===== src/rtl/maxnet_sum_ctrl.sv =====
// Reduces N streamed float32 operands into one sum through a shared external zero-latency Adder.
// One operand per cycle in ACC (in_ready held high); sum_valid rises the cycle after the N-th beat and holds until sum_ack.
module maxnet_sum_ctrl #(
    parameter int N     = 4,
    parameter int CNT_W = $clog2(N)
) (
    input  logic        clk,
    input  logic        rst,
    input  logic        start,
    input  logic        in_valid,
    input  logic [31:0] in_data,
    input  logic        in_neg,
    output logic        in_ready,
    output logic [31:0] adder_a,
    output logic [31:0] adder_b,
    input  logic [31:0] adder_out,
    input  logic        adder_ovf,
    output logic [31:0] sum,
    output logic        sum_valid,
    input  logic        sum_ack,
    output logic        overflow,
    output logic        busy
);

    typedef enum logic [1:0] {
        IDLE = 2'd0,
        ACC  = 2'd1,
        DONE = 2'd2
    } state_t;

    localparam logic [CNT_W-1:0] LAST = CNT_W'(N - 1);

    state_t            state_q, state_d;
    logic [31:0]       acc_q, acc_d;
    logic [CNT_W-1:0]  cnt_q, cnt_d;
    logic              ovf_q, ovf_d;
    logic              in_ready_q, in_ready_d;
    logic              busy_q, busy_d;
    logic              sum_valid_q, sum_valid_d;

    logic [31:0]       opb;
    logic              beat;

    assign opb  = {in_data[31] ^ in_neg, in_data[30:0]};
    assign beat = in_valid & in_ready_q;

    always_comb begin
        state_d = state_q;
        acc_d   = acc_q;
        cnt_d   = cnt_q;
        ovf_d   = ovf_q;
        case (state_q)
            IDLE: begin
                if (start) begin
                    state_d = ACC;
                    cnt_d   = '0;
                    ovf_d   = 1'b0;
                end
            end
            ACC: begin
                if (beat) begin
                    // The first operand loads directly; the Adder's view of the stale acc is meaningless then.
                    if (cnt_q == '0) begin
                        acc_d = opb;
                    end else begin
                        acc_d = adder_out;
                        ovf_d = ovf_q | adder_ovf;
                    end
                    if (cnt_q == LAST) begin
                        cnt_d   = '0;
                        state_d = DONE;
                    end else begin
                        cnt_d = cnt_q + CNT_W'(1);
                    end
                end
            end
            DONE: begin
                if (sum_ack) begin
                    state_d = IDLE;
                end
            end
            default: state_d = IDLE;
        endcase
        in_ready_d  = (state_d == ACC);
        busy_d      = (state_d != IDLE);
        sum_valid_d = (state_d == DONE);
    end

    always_ff @(posedge clk or posedge rst) begin
        if (rst) begin
            state_q     <= IDLE;
            acc_q       <= 32'h0;
            cnt_q       <= '0;
            ovf_q       <= 1'b0;
            in_ready_q  <= 1'b0;
            busy_q      <= 1'b0;
            sum_valid_q <= 1'b0;
        end else begin
            state_q     <= state_d;
            acc_q       <= acc_d;
            cnt_q       <= cnt_d;
            ovf_q       <= ovf_d;
            in_ready_q  <= in_ready_d;
            busy_q      <= busy_d;
            sum_valid_q <= sum_valid_d;
        end
    end

    assign adder_a   = acc_q;
    assign adder_b   = opb;
    assign in_ready  = in_ready_q;
    assign busy      = busy_q;
    assign sum_valid = sum_valid_q;
    assign sum       = acc_q;
    assign overflow  = ovf_q;

endmodule


===== config.mk =====
export PLATFORM = sky130hd
export DESIGN_NAME = maxnet_sum_ctrl
export DESIGN_NICKNAME = d
export VERILOG_FILES = /design/src/rtl/maxnet_sum_ctrl.sv
export SDC_FILE = /design/constraint.sdc
export NUM_CORES = 1
export LEC_CHECK = 0
export CAP_MARGIN = 5
export CORE_ASPECT_RATIO = 1.2
export CORE_MARGIN = 2
export CORE_UTILIZATION = 35
export DETAILED_ROUTE_END_ITERATION = 16
export GPL_TIMING_DRIVEN = 0
export PLACE_DENSITY = 0.82
export SYNTH_ARGS = -nofsm -noshare
export SYNTH_HDL_FRONTEND = slang
export SYNTH_SLANG_ARGS = --single-unit

===== constraint.sdc =====
create_clock -name clk -period 1.7 [get_ports clk]
set_input_delay 0.51 -clock clk [delete_from_list [all_inputs] [get_ports clk]]
set_output_delay 0.51 -clock clk [all_outputs]
set_load 0.05 [all_outputs]

==> results of run 1 <==
## worst min-delay path: cells and delay by family, from the launching register on
family	cells	cell delay, ns
flops	1	0.36
compound gates	1	0.06
simple gates	1	0.05
## cell type report
cell class | count | area share (%)
plain buffers | 72 | 12.4
clock buffers | 6 | 1.93
clock inverters | 2 | 0.234
inverters | 4 | 0.351
multi-input cells | 119 | 18.0
flip-flops and latches | 40 | 23.4
well taps | 85 | 2.48
repair buffers | 170 | 41.3
## cell usage after synthesis, drive strengths merged
library cell	count	area (um2)
dfrtp	40	1000
clkbuf	2	10.0
o211ai	1	7.51
o21ai	37	185
buf	73	542
mux2i	32	320
xor2	1	8.76
nand4b	1	23.8
or3	1	6.26
nand2	33	124
nand3	3	15.0
ha	2	25.0
nand2b	1	6.26
o22a	1	8.76
nor2	4	15.0
nor3b	1	12.5
inv	4	15.0
nand4	1	6.26
## per-layer routing
layer  vias up  global-route usage (%)  wire, um
met3         8                    5.41       479
met2        91                    37.8      4050
li1       1067                       -         -
met4         0                    4.24        76
met5         -                       0         0
met1      1060                    18.9      2340
## where the power goes
group | leakage (uW) | total, uW | internal, uW | switching, uW
combinational | 0.00158 | 6260 | 2130 | 4140
clock | 0.0000510 | 644 | 324 | 320
sequential | 0.000487 | 1790 | 1400 | 385
total | 0.00211 | 8690 | 3850 | 4840
## metrics by stage
step | worst slack, ns | hold slack, ns | utilization [%] | TNS [ns] | total power [uW]
floorplan | 0.169 | 0.499 | - | 0 | 6340
global placement | -0.792 | 0.471 | 64.3 | -47.83 | 8380
detailed placement | -0.800 | 0.496 | 64.3 | -26.44 | 8470
CTS | -0.182 | 0.513 | 68.2 | -0.182 | 8910
global route | 0.000709 | 0.540 | 66.4 | 0 | 9140
finish | 0.0290 | 0.509 | 66.4 | 0 | 8690
## timing repair
action,CTS,global route
endpoints found under the setup margin,100,23
pin swaps,0,1
hold buffers,0,0
resized for setup,479,36
## flip-flops by register name, indices dropped and copies added (netlist names)
| signal | cells |
|---|---|
| adder_a | 32 |
| cnt_q | 2 |
| state_q | 2 |
| busy | 1 |
| in_ready | 1 |
| overflow | 1 |
| sum_valid | 1 |
## logic make-up after synthesis
group / count (synthesis) / synth area share [%]
AO/OA/AOI/OAI: 39 / 8.64
XOR/XNOR: 1 / 0.376
buffers and inverters: 79 / 24.3
flip-flops: 40 / 42.9
multiplexers: 32 / 13.7
AND/OR/NAND/NOR: 45 / 8.96
adder cells (fa/ha/maj): 2 / 1.07
## worst max path at each step
stage                startpoint     endpoint  slack (ns)  cells past startpoint
floorplan                in_neg  adder_b[31]        0.17                      1
global placement    in_data[31]  adder_b[31]       -0.79                      3
detailed placement  in_data[31]  adder_b[31]       -0.80                      3
CTS                 in_data[31]  adder_b[31]       -0.18                      3
global route         adder_a[7]       sum[7]      0.0007                      2
finish              adder_a[28]      sum[28]        0.03                      2
==> impl_metrics.yaml, run 1 <==
worst_hold_path:
  hold_class: "reg2reg"
  hold_path_end: "adder_a[24]"
  min_from: "adder_a[24]"
  holdPathStages: 2
layout:
  multiInputGateArea_um2: 772
  layout-drive-gt1-share_pct: 44.1
  syn2layout_area_growth_pct: 83.6
  layout.cells.most_common: "buf_4"
  design_area_mm2: 0.00428
  fin_cells: 498
  final_nets: 485
  mostFrequentLayoutCells: "buf_4 (66), clkdlybuf4s15_2 (43), dfrtp_1 (40), clkdlybuf4s50_1 (37), o21ai_0 (36)"
  regArea_mm2: 0.00100
  antenna-diode-count: 0
  fill_cells: 550
setup_path:
  rr_worst_depth: 6
  worstSetupEndpointType: "output port"
  crit_path_cell_trace: "buf_4 > clkdlybuf4s15_2"
  crit_fanout: 3
  start_kind: "flip-flop"
  r2r-start: "cnt_q[0]"
  rr_endpoint: "adder_a[13]"
  path_delay_family: "buffers and inverters"
  crit_arrival_ns: 1.16
  worst-path-buf-inv: 2
  criticalPathCategory: "reg2out"
  crit_slowest_cell: "dfrtp_1"
  r2r_slack_ns: 0.18
  cp.required_ns: 1.19
  slowest_delay_ns: 0.41
clocking:
  post_cts_buffers: 0
  clockRootBuffer: "clkbuf_8"
  htree_num_levels: 2
  cts_buffers: 5
  clk_path_buf_depth: 2
  clkLatencyLatePin_ns: 0.29
  clk_pin_slew_ns: 0.07
  numClockSinks: 40
  cts_tree: "done"
synthesis:
  synth.distinct_cells: 21
  syn-num-nets: 311
  avgSynthCellArea_um2: 9.80
  synth-seq-area-share_pct: 42.9
  yosysWarnings: 0
  postSynthCellCount: 238
  ys_ff_latch: 40
  synth_area_mm2: 0.00233
global_route:
  track_usage_pct: 18.9
  grt_pass1_vias: 2316
  grt_max_degree: 41
  grt_pass1_wl_um: 10800
  antenna_found_initial: 0
  grt-ovfl-total: 0
floorplan:
  pin_count: 171
  die_w_um: 78.5
  coreArea_mm2: 0.00645
  chipHeight_um: 93.4
  dieArea_mm2: 0.00734
  num_rows: 32
  start_util_pct: 36.2
sta:
  hold_violations: 0
  rsz0062_at_grt: "no"
  period_minus_slack_ns: 1.67
  slew_violations: 0
  timing.fmax_mhz: 598
  period_share_pct: 98.3
  finalSetupViolCount: 0
  clock_skew_ns: 0.00800
  slew_headroom_pct: 44.2
  worstMarginPinSlew_ns: 0.836
drt:
  vias: 2226
  wl_per_cell_um: 13.9
  finalWirelength_um: 6940
  vias_per_cell: 4.47
  first_pass_iters: 4
  drt_iter0_markers: 33
  route.detailed.drc: 0
  ant_nets: 0
power:
  pwr_density_cell_mw_per_mm2: 2030
  irDropWorstVdd_uv: 986
  leakage_uw: 0.00211
placement:
  numPortBuffers: 170
  dp_cells: 493
  dp_hpwl_um: 5450
  gp_congestion: 0.728
  dpl_cell_area_mm2: 0.00415
outcome:
  outcome: "finished clean"
job:
  maxCapViolCount: 0
Power figures use the tool's default switching activity.
==> run 2, diff against run 1 <==
--- a/config.mk
+++ b/config.mk
@@ -5,7 +5,6 @@
 export SDC_FILE = /design/constraint.sdc
 export NUM_CORES = 1
 export LEC_CHECK = 0
-export CAP_MARGIN = 5
 export CORE_ASPECT_RATIO = 1.2
 export CORE_MARGIN = 2
 export CORE_UTILIZATION = 35
==> results of run 2 <==
The final DEF is identical to that of run 1; final timing and power are the same.
